`src/rtl/cwe_pkg.sv`:
```
// Shared types for the control-word executor: ALU op encodings, the control
// fields of a command word and the derived IDLE/RUN control state.
package cwe_pkg;

  typedef enum logic [1:0] {
    OP_HOLD  = 2'd0,
    OP_NOT   = 2'd1,
    OP_ADD   = 2'd2,
    OP_PASSB = 2'd3
  } cwe_op_e;

  // Control half of a command word; the W-bit immediate is appended by the top.
  typedef struct packed {
    cwe_op_e op_sel;
    logic    en_x;
    logic    en_y;
    logic    y_sel;
  } cwe_ctrl_t;

  localparam int CWE_CTRL_W = $bits(cwe_ctrl_t);

  typedef enum logic {
    ST_IDLE = 1'b0,
    ST_RUN  = 1'b1
  } cwe_state_e;

endpackage

```
`src/rtl/ctrl_word_executor_if.sv`:
```
// Command intake bus. valid/ready: a word transfers on a rising clk edge where
// valid && ready; the master holds all fields stable while valid && !ready.
interface ctrl_word_executor_if #(
  parameter int W = 8
);
  logic         valid;
  logic         ready;
  logic [1:0]   op_sel;
  logic         en_x;
  logic         en_y;
  logic         y_sel;
  logic [W-1:0] imm;

  modport master (output valid, output op_sel, output en_x, output en_y,
                  output y_sel, output imm, input ready);
  modport slave  (input valid, input op_sel, input en_x, input en_y,
                  input y_sel, input imm, output ready);
endinterface

```
`src/rtl/cwe_cmd_fifo.sv`:
```
// Synchronous command FIFO with occupancy level and synchronous flush.
// Flush wins over push and pop in the same cycle.
module cwe_cmd_fifo #(
  parameter int WIDTH = 13,
  parameter int DEPTH = 4,
  localparam int AW = $clog2(DEPTH)
) (
  input  logic             clk,
  input  logic             reset,
  input  logic             push_i,
  input  logic             pop_i,
  input  logic             flush_i,
  input  logic [WIDTH-1:0] din_i,
  output logic [WIDTH-1:0] dout_o,
  output logic [AW:0]      level_o,
  output logic             full_o,
  output logic             empty_o
);

  logic [WIDTH-1:0] mem_q [DEPTH];
  logic [AW-1:0]    wr_q, wr_d;
  logic [AW-1:0]    rd_q, rd_d;
  logic [AW:0]      level_q, level_d;
  logic             do_push, do_pop;

  assign full_o  = (level_q == (AW+1)'(DEPTH));
  assign empty_o = (level_q == '0);
  assign level_o = level_q;
  assign dout_o  = mem_q[rd_q];

  assign do_push = push_i && !full_o && !flush_i;
  assign do_pop  = pop_i && !empty_o && !flush_i;

  always_comb begin
    wr_d    = wr_q;
    rd_d    = rd_q;
    level_d = level_q;
    if (flush_i) begin
      wr_d    = '0;
      rd_d    = '0;
      level_d = '0;
    end else begin
      if (do_push) wr_d = wr_q + AW'(1);
      if (do_pop)  rd_d = rd_q + AW'(1);
      case ({do_push, do_pop})
        2'b10:   level_d = level_q + (AW+1)'(1);
        2'b01:   level_d = level_q - (AW+1)'(1);
        default: level_d = level_q;
      endcase
    end
  end

  always_ff @(posedge clk or negedge reset) begin
    if (!reset) begin
      wr_q    <= '0;
      rd_q    <= '0;
      level_q <= '0;
    end else begin
      wr_q    <= wr_d;
      rd_q    <= rd_d;
      level_q <= level_d;
    end
  end

  // Storage needs no reset: the level alone decides what is valid.
  always_ff @(posedge clk) begin
    if (do_push) mem_q[wr_q] <= din_i;
  end

endmodule

```
`src/rtl/ctrl_word_executor.sv`:
```
// Buffers control words and retires one per cycle into X/Y through a 4-op ALU.
// Optional carry/ovf flags on ADD are enabled by defining CWE_OVF_FLAG_EN.
module ctrl_word_executor
  import cwe_pkg::*;
#(
  parameter int W     = 8,
  parameter int DEPTH = 4,
  parameter int CNT_W = 16,
  localparam int LW   = $clog2(DEPTH) + 1
) (
  input  logic                 clk,
  input  logic                 reset,
  ctrl_word_executor_if.slave  cmd,
  input  logic                 exec_en,
  input  logic                 flush,
  output logic [W-1:0]         x_out,
  output logic [W-1:0]         y_out,
  output logic                 zero,
  output logic                 neg,
  output logic                 retired,
  output logic [CNT_W-1:0]     retire_cnt,
  output logic [LW-1:0]        fifo_level,
  output cwe_state_e           dbg_state
`ifdef CWE_OVF_FLAG_EN
  ,
  output logic                 carry,
  output logic                 ovf
`endif
);

  typedef struct packed {
    cwe_ctrl_t    ctrl;
    logic [W-1:0] imm;
  } cmd_word_t;

  localparam int CW = $bits(cmd_word_t);

  cmd_word_t        push_word, head;
  logic             fifo_full, fifo_empty;
  logic             do_retire;
  logic [W-1:0]     x_q, x_d, y_q, y_d, alu_r;
  logic [W:0]       sum;
  logic [CNT_W-1:0] cnt_q, cnt_d;
  logic             retired_q;

  always_comb begin
    push_word             = '0;
    push_word.ctrl.op_sel = cwe_op_e'(cmd.op_sel);
    push_word.ctrl.en_x   = cmd.en_x;
    push_word.ctrl.en_y   = cmd.en_y;
    push_word.ctrl.y_sel  = cmd.y_sel;
    push_word.imm         = cmd.imm;
  end

  cwe_cmd_fifo #(.WIDTH(CW), .DEPTH(DEPTH)) u_fifo (
    .clk     (clk),
    .reset   (reset),
    .push_i  (cmd.valid),
    .pop_i   (do_retire),
    .flush_i (flush),
    .din_i   (push_word),
    .dout_o  (head),
    .level_o (fifo_level),
    .full_o  (fifo_full),
    .empty_o (fifo_empty)
  );

  // Ready comes from registered occupancy only, so a same-cycle pop never frees a slot.
  assign cmd.ready = !fifo_full;

  assign dbg_state = (!fifo_empty && exec_en) ? ST_RUN : ST_IDLE;
  assign do_retire = (dbg_state == ST_RUN) && !flush;

  always_comb begin
    sum   = {1'b0, x_q} + {1'b0, y_q};
    alu_r = x_q;
    case (head.ctrl.op_sel)
      OP_HOLD:  alu_r = x_q;
      OP_NOT:   alu_r = ~x_q;
      OP_ADD:   alu_r = sum[W-1:0];
      OP_PASSB: alu_r = y_q;
    endcase
  end

  always_comb begin
    x_d   = x_q;
    y_d   = y_q;
    cnt_d = cnt_q;
    if (do_retire) begin
      if (head.ctrl.en_x) x_d = alu_r;
      if (head.ctrl.en_y) y_d = head.ctrl.y_sel ? head.imm : alu_r;
      cnt_d = cnt_q + CNT_W'(1);
    end
  end

  always_ff @(posedge clk or negedge reset) begin
    if (!reset) begin
      x_q       <= '0;
      y_q       <= '0;
      cnt_q     <= '0;
      retired_q <= 1'b0;
    end else begin
      x_q       <= x_d;
      y_q       <= y_d;
      cnt_q     <= cnt_d;
      retired_q <= do_retire;
    end
  end

`ifdef CWE_OVF_FLAG_EN
  logic carry_q, carry_d, ovf_q, ovf_d;

  always_comb begin
    carry_d = carry_q;
    ovf_d   = ovf_q;
    if (do_retire && head.ctrl.en_x && (head.ctrl.op_sel == OP_ADD)) begin
      carry_d = sum[W];
      ovf_d   = (x_q[W-1] == y_q[W-1]) && (sum[W-1] != x_q[W-1]);
    end
  end

  always_ff @(posedge clk or negedge reset) begin
    if (!reset) begin
      carry_q <= 1'b0;
      ovf_q   <= 1'b0;
    end else begin
      carry_q <= carry_d;
      ovf_q   <= ovf_d;
    end
  end

  assign carry = carry_q;
  assign ovf   = ovf_q;
`endif

  assign x_out      = x_q;
  assign y_out      = y_q;
  assign zero       = (x_q == '0);
  assign neg        = x_q[W-1];
  assign retired    = retired_q;
  assign retire_cnt = cnt_q;

endmodule

```
`src/flat_wrapper.sv`:
```
// flat-port wrapper written by rule: the top's interface ports become plain ports
module ctrl_word_executor_flat import cwe_pkg::*;
#(
  parameter int W     = 8,
  parameter int DEPTH = 4,
  parameter int CNT_W = 16,
  localparam int LW   = $clog2(DEPTH) + 1
)
  (clk, reset, exec_en, flush, x_out, y_out, zero, neg, retired, retire_cnt, fifo_level, dbg_state, cmd_valid, cmd_op_sel, cmd_en_x, cmd_en_y, cmd_y_sel, cmd_imm, cmd_ready);
  ctrl_word_executor_if #(.W(W)) cmd_i ();
  input  logic clk;
  input  logic reset;
  input  logic exec_en;
  input  logic flush;
  output logic [W-1:0] x_out;
  output logic [W-1:0] y_out;
  output logic zero;
  output logic neg;
  output logic retired;
  output logic [CNT_W-1:0] retire_cnt;
  output logic [LW-1:0] fifo_level;
  output cwe_state_e dbg_state;
  input wire logic [$bits(cmd_i.valid)-1:0] cmd_valid;
  input wire logic [$bits(cmd_i.op_sel)-1:0] cmd_op_sel;
  input wire logic [$bits(cmd_i.en_x)-1:0] cmd_en_x;
  input wire logic [$bits(cmd_i.en_y)-1:0] cmd_en_y;
  input wire logic [$bits(cmd_i.y_sel)-1:0] cmd_y_sel;
  input wire logic [$bits(cmd_i.imm)-1:0] cmd_imm;
  output wire logic [$bits(cmd_i.ready)-1:0] cmd_ready;
  assign cmd_i.valid = cmd_valid;
  assign cmd_i.op_sel = cmd_op_sel;
  assign cmd_i.en_x = cmd_en_x;
  assign cmd_i.en_y = cmd_en_y;
  assign cmd_i.y_sel = cmd_y_sel;
  assign cmd_i.imm = cmd_imm;
  assign cmd_ready = cmd_i.ready;
  ctrl_word_executor #(.W(W), .DEPTH(DEPTH), .CNT_W(CNT_W)) u_core (.clk(clk), .reset(reset), .cmd(cmd_i), .exec_en(exec_en), .flush(flush), .x_out(x_out), .y_out(y_out), .zero(zero), .neg(neg), .retired(retired), .retire_cnt(retire_cnt), .fifo_level(fifo_level), .dbg_state(dbg_state));
endmodule
```
`config.mk`:
```
export PLATFORM = sky130hd
export DESIGN_NAME = ctrl_word_executor_flat
export DESIGN_NICKNAME = d
export VERILOG_FILES = /design/src/rtl/cwe_pkg.sv /design/src/rtl/ctrl_word_executor_if.sv /design/src/rtl/cwe_cmd_fifo.sv /design/src/rtl/ctrl_word_executor.sv /design/src/flat_wrapper.sv
export SDC_FILE = /design/constraint.sdc
export NUM_CORES = 1
export LEC_CHECK = 0
export BUFFER_PORTS_ARGS = -buffer_cell sky130_fd_sc_hd__buf_2
export CORE_MARGIN = 5
export CORE_UTILIZATION = 32
export DETAILED_ROUTE_END_ITERATION = 10
export HOLD_SLACK_MARGIN = 0.15
export PLACE_DENSITY = 0.53
export SLEW_MARGIN = 5
export SYNTH_ARGS = -nofsm -noshare
export SYNTH_HDL_FRONTEND = slang
export SYNTH_SLANG_ARGS = --single-unit
```
`constraint.sdc`:
```
create_clock -name clk -period 2.63 [get_ports clk]
set_input_delay 0.263 -clock clk [delete_from_list [all_inputs] [get_ports clk]]
set_output_delay 0.263 -clock clk [all_outputs]
set_load 0.005 [all_outputs]
```
* Word level (Yosys, flattened, before mapping)
Memory sizes are Yosys's and may differ from the RTL's. Cells that the tools add are included.
Operators by class: $add $sub $neg 6, eq/ne operators 6, multiplexer cells 11, bitwise operators 1, reduce and logical (&&, ||, !) cells 17
Operators by type and width (number):
- 8-bit case mux with 4 select lines | 1
- 16-bit by 1-bit adder with 16-bit output, second input constant | 1
- 8-bit adder | 1
- 8-bit zero test | 1
- 2-bit 2-to-1 mux | 4
- 8-bit 2-to-1 mux | 1
- 8-bit inverter | 1
- 2-bit equality test, second input constant | 3
- 1-bit logical AND | 6
- 3-bit case mux with 2 select lines | 1
- 2-bit by 1-bit adder with 2-bit output, second input constant | 2
- 2-bit by 1-bit equality test with 1-bit output, second input constant | 2
- 2-bit AND reduction | 2
- 2-bit nonzero test | 2
- 3-bit by 1-bit adder with 3-bit output, second input constant | 1
- 3-bit equality test, second input constant | 1
- 1-bit zero test | 3
- 3-bit zero test | 1
- 1-bit 2-to-1 mux | 3
- 3-bit 2-to-1 mux | 1
- 3-bit nonzero test | 1
- 3-bit by 1-bit subtractor with 3-bit output, second input constant | 1
- 2-bit zero test | 1
Word-level totals: flip-flop bits (word level) 40, bits in writable memories 52, input bits 18, output and inout bits 40, memories 1
Memories:
- u_core.u_fifo.mem_q | depth 4, width 13, read ports 1, clocked after Yosys merged registers in 0, wr ports 1, RTL line cwe_cmd_fifo.sv:20 | logic [WIDTH-1:0] mem_q [DEPTH];

* Logic depth before layout (Yosys ltp)
word-level depth 10, gate-level depth with buffers 10, mapped depth without buffers 10

* Hierarchy
A second synthesis with hierarchy kept.
Unflattened totals: cells, all modules 339, area total of the unflattened synthesis 4410.5 um2
By module, submodules not included:
- cwe_cmd_fifo | instances 1, cells an instance 132, area an instance 2428.6 um2, sequential area each 1736.7 um2
- ctrl_word_executor | instances 1, cells an instance 207, area an instance 1981.9 um2, sequential area each 825.8 um2

* Worst setup path after synthesis
OpenSTA, ideal clock, no wires.
path type flip-flop to flip-flop, start reg u_core.x_q[1], in the netlist u_core.x_out[1], end reg u_core.y_q[7], in the netlist u_core.y_out[7], data arrival time 2.219 ns, required time 2.504 ns, slack 0.285 ns, stages on the path, launching flop included 9, buffers on the path 0, period minus slack after synthesis 2.345 ns, cells stage by stage dfrtp_1 > ha_1 > a211oi_1 > o211ai_1 > a21oi_1 > mux2i_1 > a21oi_1 > o221a_2 > a221o_1
Between the ends: cells in the longest elaborated chain, start to end 3
RTL lines:
- from (decl) | RTL line ctrl_word_executor.sv:41 | logic [W-1:0] x_q, x_d, y_q, y_d, alu_r;
- from (signal assigned) | RTL line ctrl_word_executor.sv:98 | x_q <= '0;
- from (signal assigned) | RTL line ctrl_word_executor.sv:103 | x_q <= x_d;
- 8-bit adder | RTL line ctrl_word_executor.sv:75 | sum = {1'b0, x_q} + {1'b0, y_q};
- 8-bit case mux with 4 select lines | RTL line ctrl_word_executor.sv:77 | case (head.ctrl.op_sel)
- 8-bit 2-to-1 mux | RTL line ctrl_word_executor.sv:91 | if (head.ctrl.en_y) y_d = head.ctrl.y_sel ? head.imm : alu_r;
- to (signal assigned) | RTL line ctrl_word_executor.sv:104 | y_q <= y_d;
- to (decl) | RTL line ctrl_word_executor.sv:41
No other way between the ends. A chain may end at the register's enable or synchronous reset.

* Final worst setup path
start reg u_core.x_q[2], in the netlist u_core.x_out[2], end reg u_core.y_q[7], in the netlist u_core.y_out[7]
Same word-level chain as after synthesis.

==> out/metrics.cfg <==
[outcome]
result_of_the_run = completed

[logic_synthesis]
synthesis.area_um2 = 4250
postSynth.asyncResetShare = 0.435
yosys.area_share.xor_xnor = 0.0597
yosys.cell_types.count = 40
synth-compound-area-share = 0.0659
synth_fp_nets = 348
ys_seq_elements = 92
portion_of_netlist_area_occupied_by_mux_cells = 0.109
synth_simple_gate_area_share = 0.0897
synth_fa_ha_area_frac = 0.0447
synth_edf_count = 52
synth_top_flop_cell = sky130_fd_sc_hd__edfxtp_1
synth_area_per_cell_um2 = 13.5
synth-warning-count = 0
postSynthCellCount = 316
synth_top_family_by_area = multiplexers
synth-seq-area-share = 0.602

[pwr]
power.share.switching = 0.355
power.leakage_nw = 2.14
power_per_cell_area_nw_per_um2 = 1010
net-switching-power_mw = 1.86
power.clock.fraction = 0.245
internal_power_mw = 3.39
design_power_total_mw = 5.25
seqPwrFrac = 0.383
peak_supply_drop_uv = 345
combinational_share_of_power = 0.372

[global_routing]
grt_pass1_vias = 2716
number_of_antenna_violations_at_the_first_check_in_global_routing = 0
grt_first_pass_wirelength_um = 15000
grt_start_max_net_pins = 41
global_route.usage.total = 0.118
grt.overflow.total = 0

[floorplanning]
rows = 42
floorplan.die.width_um = 125
die_height_um = 125
coreArea_um2 = 13100
die_area_um2 = 15700
floorplan.initialDensity = 0.324
ios = 58

[routing]
post_drt_wl_per_cell_um = 15.2
route.detailed.vias_per_inst = 4.64
routed_wl_um = 8780
drt_iter0_drc = 176
detail-route-antenna-nets = 0
drt_drc_violations_left = 0
detailroute.via_count = 2683
drt_pre_antenna_iters = 4

[clock_network]
tritoncts = done
tritoncts_num_sinks = 92
cts.htree.levels = 3
path_clk_slew_ns = 0.08
insertion_delay_ns = 0.34
max_buffers_root_to_sink = 2
cts-buffers-inserted = 9
cts_setup_buffers = 0
cts.root.buffer_cell = sky130_fd_sc_hd__clkbuf_16

[timing]
rsz_0062_raised_after_global_routing = false
finalSetupViolations = 0
achievable-frequency_ghz = 0.413
fin_crit_ns = 2.42
finalHoldViolCount = 0
report.final.slew_viol_count = 0
setup_slack_ns = 0.210
fin_crit_sh = 0.920
worst_relative_slew_slack = 0.362
setup-tns-final_ns = 0
clock-skew-final_ns = 0.0128
worst_pin_slew_ns = 0.957

[setup_path]
cp_slowest_cell = sky130_fd_sc_hd__dfrtp_1
critPathMaxFanout = 4
critPathMaxStageDelay_ns = 0.42
critical_path.startpoint_type = register
cp.arrival_ns = 2.64
crit_path_cell_trace = ha_1 -> o211ai_1 -> o211ai_1 -> a21oi_1 -> mux2i_1 -> a21oi_1 -> o221a_2 -> a221o_1
number_of_buffer_and_inverter_instances_along_the_worst_setup_path = 0
cp.required_ns = 2.85
critical-path-top-delay-family = compound AO/OA/AOI/OAI gates
critPathKind = reg2reg
endpoint_kind = register

[cells_and_area]
final_cell_mix = sky130_fd_sc_hd__buf_2 (57), sky130_fd_sc_hd__edfxtp_1 (52), sky130_fd_sc_hd__dfrtp_1 (40)
num_antenna_cells = 0
layout-area-overhead-vs-synth_pct = 22.5
fin_nets = 429
layout_commonest_cell = sky130_fd_sc_hd__buf_2
final_layout_size_suffix_gt1_frac = 0.269
fillers = 1270

[place]
detailedPlacementHpwl_um = 6080
place.port_buffers = 57
placement.setup.worst_slack_ns = 0.243
gp_routability_congestion = 0.826

[run]
max-cap-violations = 0

[hold_path]
hold_path.class = in2reg

## state kept, by name, summed over array words and instances (netlist names)
signal,count
u_core.u_fifo.level_o,3
u_core.x_out,8
u_core.retire_cnt,16
u_core.retired,1
u_core.u_fifo.rd_q,2
u_core.u_fifo.wr_q,2
u_core.u_fifo.mem_q,52
u_core.y_out,8
## metrics by stage
stage	area, um2	util	hold WS [ns]	cells
3_3_place_gp	4770	0.363	0.455	549
2_1_floorplan	4250	-	-0.0326	316
6_report	5210	0.397	0.192	578
4_1_cts	5200	0.396	0.167	578
3_5_place_dp	4770	0.363	0.458	549
5_1_grt	5210	0.397	0.172	578
## cells by family after synthesis
logic type      count (synthesis)
simple gates                   84
compound gates                 45
buf+inv                        23
xor+xnor                       29
mux                            29
fa+ha+maj                      14
flops                          92
## timing repair
item,4_1_cts,5_1_grt
resized for setup,0,1
endpoints found under the hold margin,88,0
setup endpoints to repair,0,1
hold buffers,13,0
## synthesized netlist by cell type, types with 6 or more instances
cell type	number	area [um2]
sky130_fd_sc_hd__dfrtp_1	40	1000
sky130_fd_sc_hd__edfxtp_1	52	1560
sky130_fd_sc_hd__mux2_2	7	78.8
sky130_fd_sc_hd__nor2_1	27	101
sky130_fd_sc_hd__buf_2	6	30.0
sky130_fd_sc_hd__nand2_1	31	116
sky130_fd_sc_hd__mux4_2	12	270
sky130_fd_sc_hd__o21ai_0	12	60.1
sky130_fd_sc_hd__mux2i_1	9	90.1
sky130_fd_sc_hd__ha_1	12	150
sky130_fd_sc_hd__xor2_1	9	78.8
sky130_fd_sc_hd__nand4_1	7	43.8
sky130_fd_sc_hd__xnor2_1	20	175
sky130_fd_sc_hd__a21oi_1	12	60.1
sky130_fd_sc_hd__inv_1	10	37.5
## final timing paths
kind / startpoint / endpoint / slack, ns / cells past startpoint
hold reg to reg: u_core.retire_cnt[15] / u_core.retire_cnt[15] / 0.47 / 1
max in group asynchronous: reset / u_core.u_fifo.rd_q[0] / 1.42 / 2
min in group asynchronous: reset / u_core.retire_cnt[13] / 0.61 / 2
hold / removal: cmd_imm[5] / u_core.u_fifo.mem_q[3][5] / 0.19 / 1
setup reg to reg: u_core.x_out[2] / u_core.y_out[7] / 0.21 / 8
setup / recovery: u_core.x_out[2] / u_core.y_out[7] / 0.21 / 8
## metal layers
metal,part of all wire,global-route usage
met4,0.0093,0.0344
met3,0.034,0.0222
met5,0,0
met2,0.48,0.189
met1,0.47,0.165
## power groups by stage
| stage | registers (mW) | clock network [mW] | logic, mW |
|---|---|---|---|
| 4_1_cts | 2.02 | 1.32 | 1.97 |
| 3_5_place_dp | 2.05 | 0 | 1.95 |
| 3_3_place_gp | 2.03 | 0 | 1.94 |
| 2_1_floorplan | 2.01 | 0 | 1.40 |
| 6_report | 2.01 | 1.29 | 1.95 |
| 5_1_grt | 2.06 | 1.39 | 2.22 |
## final cells by class
| cell class | count | area [um2] | area share |
|---|---|---|---|
| flip-flops and latches | 92 | 2560 | 0.492 |
| multi-input cells | 201 | 1580 | 0.303 |
| repair buffers | 83 | 513 | 0.0985 |
| clock inverters | 7 | 75.1 | 0.0144 |
| clock buffers | 9 | 225 | 0.0432 |
| inverters | 10 | 37.5 | 0.00720 |
| well taps | 176 | 220 | 0.0423 |
Power figures use the tool's default switching activity.
